### config.mk
export PLATFORM = sky130hd
export DESIGN_NAME = mem_arbiter_flat
export DESIGN_NICKNAME = d
export VERILOG_FILES = /design/src/rtl/mem_arbiter_if.sv /design/src/rtl/mem_arbiter.sv /design/src/flat_wrapper.sv
export SDC_FILE = /design/constraint.sdc
export NUM_CORES = 1
export LEC_CHECK = 0
export CAP_MARGIN = 20
export CELL_PAD_IN_SITES_DETAIL_PLACEMENT = 1
export CELL_PAD_IN_SITES_GLOBAL_PLACEMENT = 2
export CORE_AREA = 2 2 104 106
export CTS_CLUSTER_DIAMETER = 60
export DETAILED_ROUTE_END_ITERATION = 8
export DIE_AREA = 0 0 106 108
export DONT_BUFFER_PORTS = 1
export PLACE_DENSITY_LB_ADDON = 0.05
export SYNTH_ARGS = -nofsm -noshare
export SYNTH_HDL_FRONTEND = slang
export SYNTH_SLANG_ARGS = --single-unit
### constraint.sdc
create_clock -name CLK -period 4.74 [get_ports CLK]
set_input_delay 1.422 -clock CLK [delete_from_list [all_inputs] [get_ports CLK]]
set_output_delay 1.422 -clock CLK [all_outputs]
set_load 0.005 [all_outputs]
### src/rtl/mem_arbiter_if.sv
// mem_arbiter_if: RAM status type and the instruction/data/RAM bus bundle of the arbiter
package mem_arbiter_pkg;
  typedef enum logic [1:0] {FREE, BUSY, ACCESS, ERROR} ramstate_t;
endpackage

interface mem_arbiter_if;
  import mem_arbiter_pkg::*;
  logic        iREN;
  logic [31:0] iaddr;
  logic        dREN;
  logic        dWEN;
  logic [31:0] daddr;
  logic [31:0] dstore;
  logic [31:0] ramload;
  ramstate_t   ramstate;
  logic        iwait;
  logic        dwait;
  logic [31:0] iload;
  logic [31:0] dload;
  logic        ramREN;
  logic        ramWEN;
  logic [31:0] ramaddr;
  logic [31:0] ramstore;
  logic [1:0]  gnt;
  modport slave (
    input  iREN, iaddr, dREN, dWEN, daddr, dstore, ramload, ramstate,
    output iwait, dwait, iload, dload, ramREN, ramWEN, ramaddr, ramstore, gnt
  );
  modport master (
    output iREN, iaddr, dREN, dWEN, daddr, dstore, ramload, ramstate,
    input  iwait, dwait, iload, dload, ramREN, ramWEN, ramaddr, ramstore, gnt
  );
endinterface

### src/rtl/mem_arbiter.sv
// mem_arbiter: single-port RAM arbiter between instruction and data ports, data priority with starvation cap
module mem_arbiter
  import mem_arbiter_pkg::*;
#(
  parameter int STARVE_MAX = 4
) (
  input logic        CLK,
  input logic        RST,
  mem_arbiter_if.slave bus
);
  typedef enum logic [1:0] {IDLE, IGRANT, DGRANT} state_t;
  localparam logic [2:0] SMAX = 3'(STARVE_MAX);
  state_t     state, next;
  logic [2:0] starve_cnt;
  logic       dreq, icomp, dcomp, done;
  assign dreq  = bus.dREN | bus.dWEN;
  assign done  = bus.ramstate == ACCESS || bus.ramstate == ERROR;
  // a completion needs the owner to still be requesting
  assign icomp = state == IGRANT && bus.ramstate == ACCESS && bus.iREN;
  assign dcomp = state == DGRANT && bus.ramstate == ACCESS && dreq;
  always_ff @(posedge CLK or posedge RST)
    if (RST) state <= IDLE;
    else state <= next;
  always_ff @(posedge CLK or posedge RST)
    if (RST) starve_cnt <= '0;
    else starve_cnt <= (!bus.iREN || icomp) ? 3'd0 :
                       (dcomp && starve_cnt < SMAX) ? starve_cnt + 3'd1 : starve_cnt;
  always_comb begin
    next = IDLE;
    case (state)
      IDLE:    next = (dreq && starve_cnt < SMAX) ? DGRANT : bus.iREN ? IGRANT : IDLE;
      IGRANT:  next = (!bus.iREN || done) ? IDLE : IGRANT;
      DGRANT:  next = (!dreq || done) ? IDLE : DGRANT;
      default: next = IDLE;
    endcase
  end
  always_comb begin
    bus.gnt      = state == IGRANT ? 2'b01 : state == DGRANT ? 2'b10 : 2'b00;
    bus.ramaddr  = state == IGRANT ? bus.iaddr : state == DGRANT ? bus.daddr : '0;
    bus.ramstore = state == DGRANT ? bus.dstore : '0;
    bus.ramWEN   = state == DGRANT && bus.dWEN;
    bus.ramREN   = state == IGRANT || (state == DGRANT && bus.dREN && !bus.dWEN);
    bus.iwait    = bus.iREN && !icomp;
    bus.dwait    = dreq && !dcomp;
    bus.iload    = icomp ? bus.ramload : '0;
    bus.dload    = dcomp ? bus.ramload : '0;
  end
endmodule

### src/flat_wrapper.sv
// flat-port wrapper written by rule: the top's interface ports become plain ports
module mem_arbiter_flat import mem_arbiter_pkg::*;
#(
  parameter int STARVE_MAX = 4
)
  (CLK, RST, bus_iREN, bus_iaddr, bus_dREN, bus_dWEN, bus_daddr, bus_dstore, bus_ramload, bus_ramstate, bus_iwait, bus_dwait, bus_iload, bus_dload, bus_ramREN, bus_ramWEN, bus_ramaddr, bus_ramstore, bus_gnt);
  mem_arbiter_if bus_i ();
  input logic CLK;
  input logic RST;
  input wire logic [$bits(bus_i.iREN)-1:0] bus_iREN;
  input wire logic [$bits(bus_i.iaddr)-1:0] bus_iaddr;
  input wire logic [$bits(bus_i.dREN)-1:0] bus_dREN;
  input wire logic [$bits(bus_i.dWEN)-1:0] bus_dWEN;
  input wire logic [$bits(bus_i.daddr)-1:0] bus_daddr;
  input wire logic [$bits(bus_i.dstore)-1:0] bus_dstore;
  input wire logic [$bits(bus_i.ramload)-1:0] bus_ramload;
  input wire logic [$bits(bus_i.ramstate)-1:0] bus_ramstate;
  output wire logic [$bits(bus_i.iwait)-1:0] bus_iwait;
  output wire logic [$bits(bus_i.dwait)-1:0] bus_dwait;
  output wire logic [$bits(bus_i.iload)-1:0] bus_iload;
  output wire logic [$bits(bus_i.dload)-1:0] bus_dload;
  output wire logic [$bits(bus_i.ramREN)-1:0] bus_ramREN;
  output wire logic [$bits(bus_i.ramWEN)-1:0] bus_ramWEN;
  output wire logic [$bits(bus_i.ramaddr)-1:0] bus_ramaddr;
  output wire logic [$bits(bus_i.ramstore)-1:0] bus_ramstore;
  output wire logic [$bits(bus_i.gnt)-1:0] bus_gnt;
  assign bus_i.iREN = bus_iREN;
  assign bus_i.iaddr = bus_iaddr;
  assign bus_i.dREN = bus_dREN;
  assign bus_i.dWEN = bus_dWEN;
  assign bus_i.daddr = bus_daddr;
  assign bus_i.dstore = bus_dstore;
  assign bus_i.ramload = bus_ramload;
  assign bus_i.ramstate = bus_ramstate;
  assign bus_iwait = bus_i.iwait;
  assign bus_dwait = bus_i.dwait;
  assign bus_iload = bus_i.iload;
  assign bus_dload = bus_i.dload;
  assign bus_ramREN = bus_i.ramREN;
  assign bus_ramWEN = bus_i.ramWEN;
  assign bus_ramaddr = bus_i.ramaddr;
  assign bus_ramstore = bus_i.ramstore;
  assign bus_gnt = bus_i.gnt;
  mem_arbiter #(.STARVE_MAX(STARVE_MAX)) u_core (.CLK(CLK), .RST(RST), .bus(bus_i));
endmodule
==> results of run 1 <==
==> flip-flops by register name (all words and copies together) (netlist names) <==
name and cells:
u_core.starve_cnt 3, u_core.state 2
==> worst paths after layout <==
check | to | slack [ns] | cells past startpoint
max in group asynchronous | u_core.starve_cnt[1] | 3.54 | 1
worst max register to register | u_core.starve_cnt[2] | 3.17 | 3
worst min register to register | u_core.starve_cnt[1] | 0.55 | 2
worst min-delay path | u_core.starve_cnt[1] | 0.55 | 2
worst max-delay path | bus_iload[29] | 0.78 | 3
min in group asynchronous | u_core.state[1] | 1.00 | 1
==> worst max-delay path, delay by kind of cell <==
family	cells	cell delay [ns]
AND/OR/NAND/NOR	3	1.11
==> stage by stage <==
| stage | instance area, um2 | instances | total power [mW] | hold WS, ns |
|---|---|---|---|---|
| after floorplan | 1310 | 184 | 0.1462 | 0.4974 |
| after CTS | 1428 | 303 | 0.2440 | 0.5489 |
| after detailed placement | 1383 | 299 | 0.1623 | 0.5415 |
| after global placement | 1383 | 299 | 0.1623 | 0.5357 |
| final | 1428 | 303 | 0.2373 | 0.5488 |
| after global routing | 1428 | 303 | 0.2584 | 0.5801 |
==> per-layer routing <==
layer / wire length, um / vias up / share of wire
li1: - / 618 / -
met1: 1806 / 639 / 0.32
met2: 3354 / 142 / 0.59
met3: 472 / 2 / 0.083
met4: 31 / 0 / 0.0055
met5: 0 / - / 0
==> cells by family (layout without fill, tap and decap cells) <==
logic type,Yosys count,count (layout),share of synthesized area
DFF,5,5,0.09551
adders and majority gates,1,1,0.009550
and+or+nand+nor,111,111,0.5416
AOI/OAI and AO/OA,41,41,0.2646
buffers and inverters,26,9,0.08882
==> power breakdown <==
group	switching, mW	internal, mW	total [mW]
sequential	0.00305	0.0449	0.0480
combinational	0.0666	0.0439	0.111
clock	0.0211	0.0578	0.0789
total	0.0908	0.147	0.237
==> cell usage after synthesis (all sizes together) (2+ instances only) <==
| library cell | count |
|---|---|
| and2 | 65 |
| and3 | 33 |
| a22o | 32 |
| clkbuf | 14 |
| buf | 7 |
| dfrtp | 5 |
| inv | 5 |
| nor2 | 3 |
| a2111oi | 2 |
| a21oi | 2 |
| a31o | 2 |
| and2b | 2 |
| o31ai | 2 |
==> final cells by class <==
class	instances	share of cell area
clock buffer	4	0.03155
inverter	5	0.01315
multi-input combinational	153	0.7485
sequential	5	0.08764
tap	136	0.1192
==> qor.yml, run 1 <==
register_area_um2: 125.1
setup_ws_ns: 0.7796
die_y_um: 108
htree_levels: 1
grt_max_degree: 68
fill_cells: 1226
use_met2: 0.1825
required_ns: 3.32
core.rowCount: 37
final_cell_mix: "65 x and2_1, 33 x and3_1, 32 x a22o_1"
arrival_ns: 2.54
ys_ff_latch: 5
grt_pass1_wl_mm: 7.645
hold_class: "flop to flop"
cap_violations: 0
cts_setup_buffers: 0
busiest_layer: "met2"
skew_ns: 0.004879
start_util: 0.1280
clkSinkCount: 5
syn_area_per_cell_um2: 7.120
timing.final.crit_period_ns: 3.960
ctsResizeCount: 0
ys_warn_count: 0
outcome: "completed"
die_width_um: 106
overflow: 0
yosys.area.top_type_share: 0.3104
vdd_drop_max_uv: 75.80
timing.fmax_mhz: 252.5
worstHoldStart: "u_core.starve_cnt[1]"
met1_usage: 0.08041
globalplace.congestion: 0.6687
ys_top_cells_by_area: "and2_1 31%, a22o_1 21%, and3_1 16%"
p_leak_nw: 0.6999
grt_setup_unrepaired: "no"
final_util: 0.1395
netlist_instances: 184
dp_hpwl_mm: 4.708
dp_slack_ns: 0.7554
setup_viol: 0
cts_tree: "yes"
clk_latency_ns: 0.22
syn2layout_area_growth_pct: 8.978
hold_buffers: 0
grt_use_total: 0.08238
coreArea_um2: 10230
ant_nets: 0
critPathKind: "input port to primary output"
seq_area_frac_synth: 0.09551
met3_usage: 0.009042
cts_inserted_buffers: 3
dieArea_um2: 11450
drt_wl_total_mm: 5.664
period_share: 0.8355
critPathCaptureType: "primary output"
clk_path_buf_depth: 2
portBuffers: 0
antenna_cells: 0
cts_root_buf: "clkbuf_8"
first_iter_violations: 71
drv_slew: 0
postSynth.asyncResetShare: 1.000
path_clk_slew_ns: 0.03
first_pass_iters: 4
ios: 269
synth_top_area_cell: "and2_1"
crit_path_start_kind: "input port"
tightest_slew_ns: 0.9377
routed-via-count: 1401
max_slew_margin: 0.3749
crit_path_max_incr_delay_ns: 0.69
tns_ns: 0
worstPathMaxFanout: 32
grt_pass1_vias: 1380
drc: 0
wl_per_cell_um: 18.69
multi_input_area_um2: 1069
synth_area_um2: 1310
crit_start: "bus_iREN"
crit_chain: "and3b_2 > and3_1 > and2_1"
drive_gt1_frac: 0.05988
nets: 304
hold_viol_final: 0
synth_nets: 320
synth_cell_type_count: 24
crit_slowest_cell: "and3_1"
final_common_cell: "and2_1"
antenna_found_initial: 0
rr_startpoint: "u_core.state[1]"
via_per_inst: 4.624
synth-edff-count: 0
ys.flop_type: "dfrtp_1"
p_per_area_nw_per_um2: 166.2
(Power assumes the default switching activity.)
==> inputs of run 2 (changes only) <==
Settings changed: CORE_AREA 2 2 104 106 to 2 2 105 107, DIE_AREA 0 0 106 108 to 0 0 107 109.
Clock period 4.74 ns to 4.1 ns, I/O delays scaled along.
==> qor.yml, run 2 (synthesized netlist as in run 1, its figures left out) <==
outcome: "completed"
ant_nets: 0
clk_latency_ns: 0.22
nets: 304
p_leak_nw: 0.6999
final_common_cell: "and2_1"
drt_wl_total_mm: 5.862
switching_power_uw: 104.5
core.rowCount: 38
grt_pass1_wl_mm: 7.838
r2r_cells: 3
antenna_cells: 0
tns_ns: 0
hold_viol_final: 0
hold_class: "flop to flop"
timing.fmax_mhz: 278.2
final_util: 0.1351
whs_ns: 0.5549
routed-via-count: 1391
combPwrFrac: 0.470
grt_pass1_vias: 1370
htree_levels: 1
drive_gt1_frac: 0.05988
cap_violations: 0
coreArea_um2: 10600
required_ns: 2.87
antenna_found_initial: 0
drv_slew: 0
ios: 269
critPathKind: "input port to primary output"
grt_setup_unrepaired: "no"
crit_start: "bus_iREN"
cts_root_buf: "clkbuf_8"
largest_reg_flops: 3
power.internal_uw: 169.4
max_slew_margin: 0.3472
portBuffers: 0
syn2layout_area_growth_pct: 9.360
register_area_um2: 125.1
wl_per_cell_um: 19.09
power_frac_clock: 0.329
first_pass_iters: 4
timing.final.crit_period_ns: 3.595
worstHoldStart: "u_core.starve_cnt[1]"
rrSetupSlack_ns: 2.52
ctsResizeCount: 0
first_iter_violations: 41
dp_hpwl_mm: 4.938
overflow: 0
via_per_inst: 4.531
clk_path_buf_depth: 2
largest_register: "u_core.starve_cnt"
setup_viol: 0
drc: 0
period_share: 0.8768
holdPathStages: 2
path_clk_slew_ns: 0.03
die_width_um: 107
timing.rr.end: "u_core.starve_cnt[2]"
fill_cells: 1279
final_cell_mix: "65 x and2_1, 33 x and3_1, 32 x a22o_1"
multi_input_area_um2: 1069
top_regs: "u_core.starve_cnt (3), u_core.state (2)"
crit_path_start_kind: "input port"
p_per_area_nw_per_um2: 191.2
skew_ns: 0.002883
die_y_um: 109
cts_setup_buffers: 0
critPathCaptureType: "primary output"
globalplace.congestion: 0.7321
vdd_drop_max_uv: 72.08
clkSinkCount: 5
dieArea_um2: 11660
worst_hold_path.endpoint: "u_core.starve_cnt[1]"
cts_inserted_buffers: 3
hold_buffers: 0
rr_startpoint: "u_core.state[1]"
arrival_ns: 2.36
start_util: 0.1236
cts_tree: "yes"
worstPathMaxFanout: 32
tightest_slew_ns: 0.9792
grt_max_degree: 68
netSwitchingFraction: 0.3815
p_seq_frac: 0.201
grt_use_total: 0.08463
-- run 2: cell counts in the layout (fill, tap and decap cells not counted) --
Identical to the previous run, type by type.
-- run 2: final cells by class --
type                    instances  area share
flip-flops and latches          5     0.08734
well taps                     140      0.1223
inverters                       5     0.01310
multi-input cells             153      0.7459
clock buffers                   4     0.03144
-- run 2: worst max-delay path, cell delays in order --
cell	delay (ns)
and3b_2	0.15
and3_1	0.70
and2_1	0.27
-- run 2: power groups by stage --
stage	logic (mW)	registers, mW	clock network (mW)
after global placement	0.131	0.0558	0
after detailed placement	0.132	0.0556	0
after floorplan	0.114	0.0548	0
after CTS	0.132	0.0551	0.0936
after global routing	0.144	0.0554	0.0989
final	0.129	0.0549	0.0902
-- run 2: worst max-delay path by stage --
stage               endpoint
5_1_grt        bus_iload[27]
6_report       bus_iload[24]
3_3_place_gp    bus_iload[5]
3_5_place_dp   bus_iload[24]
2_1_floorplan  bus_dload[10]
4_1_cts        bus_iload[24]
-- run 2: per-stage QoR --
step / power, mW / setup slack (ns) / instances / cell area [um2]
2_1_floorplan: 0.1690 / 0.8716 / 184 / 1310
3_3_place_gp: 0.1864 / 0.5686 / 303 / 1388
3_5_place_dp: 0.1876 / 0.4934 / 303 / 1388
4_1_cts: 0.2809 / 0.4862 / 307 / 1433
5_1_grt: 0.2987 / 0.3743 / 307 / 1433
6_report: 0.2739 / 0.5052 / 307 / 1433
-- run 2: routing by layer --
layer	wire length, um	vias up	GRT usage
met2	3298	136	0.1752
met5	0	-	0
met3	490	2	0.01674
met1	2060	635	0.08922
li1	-	618	-
met4	14	0	0.01113
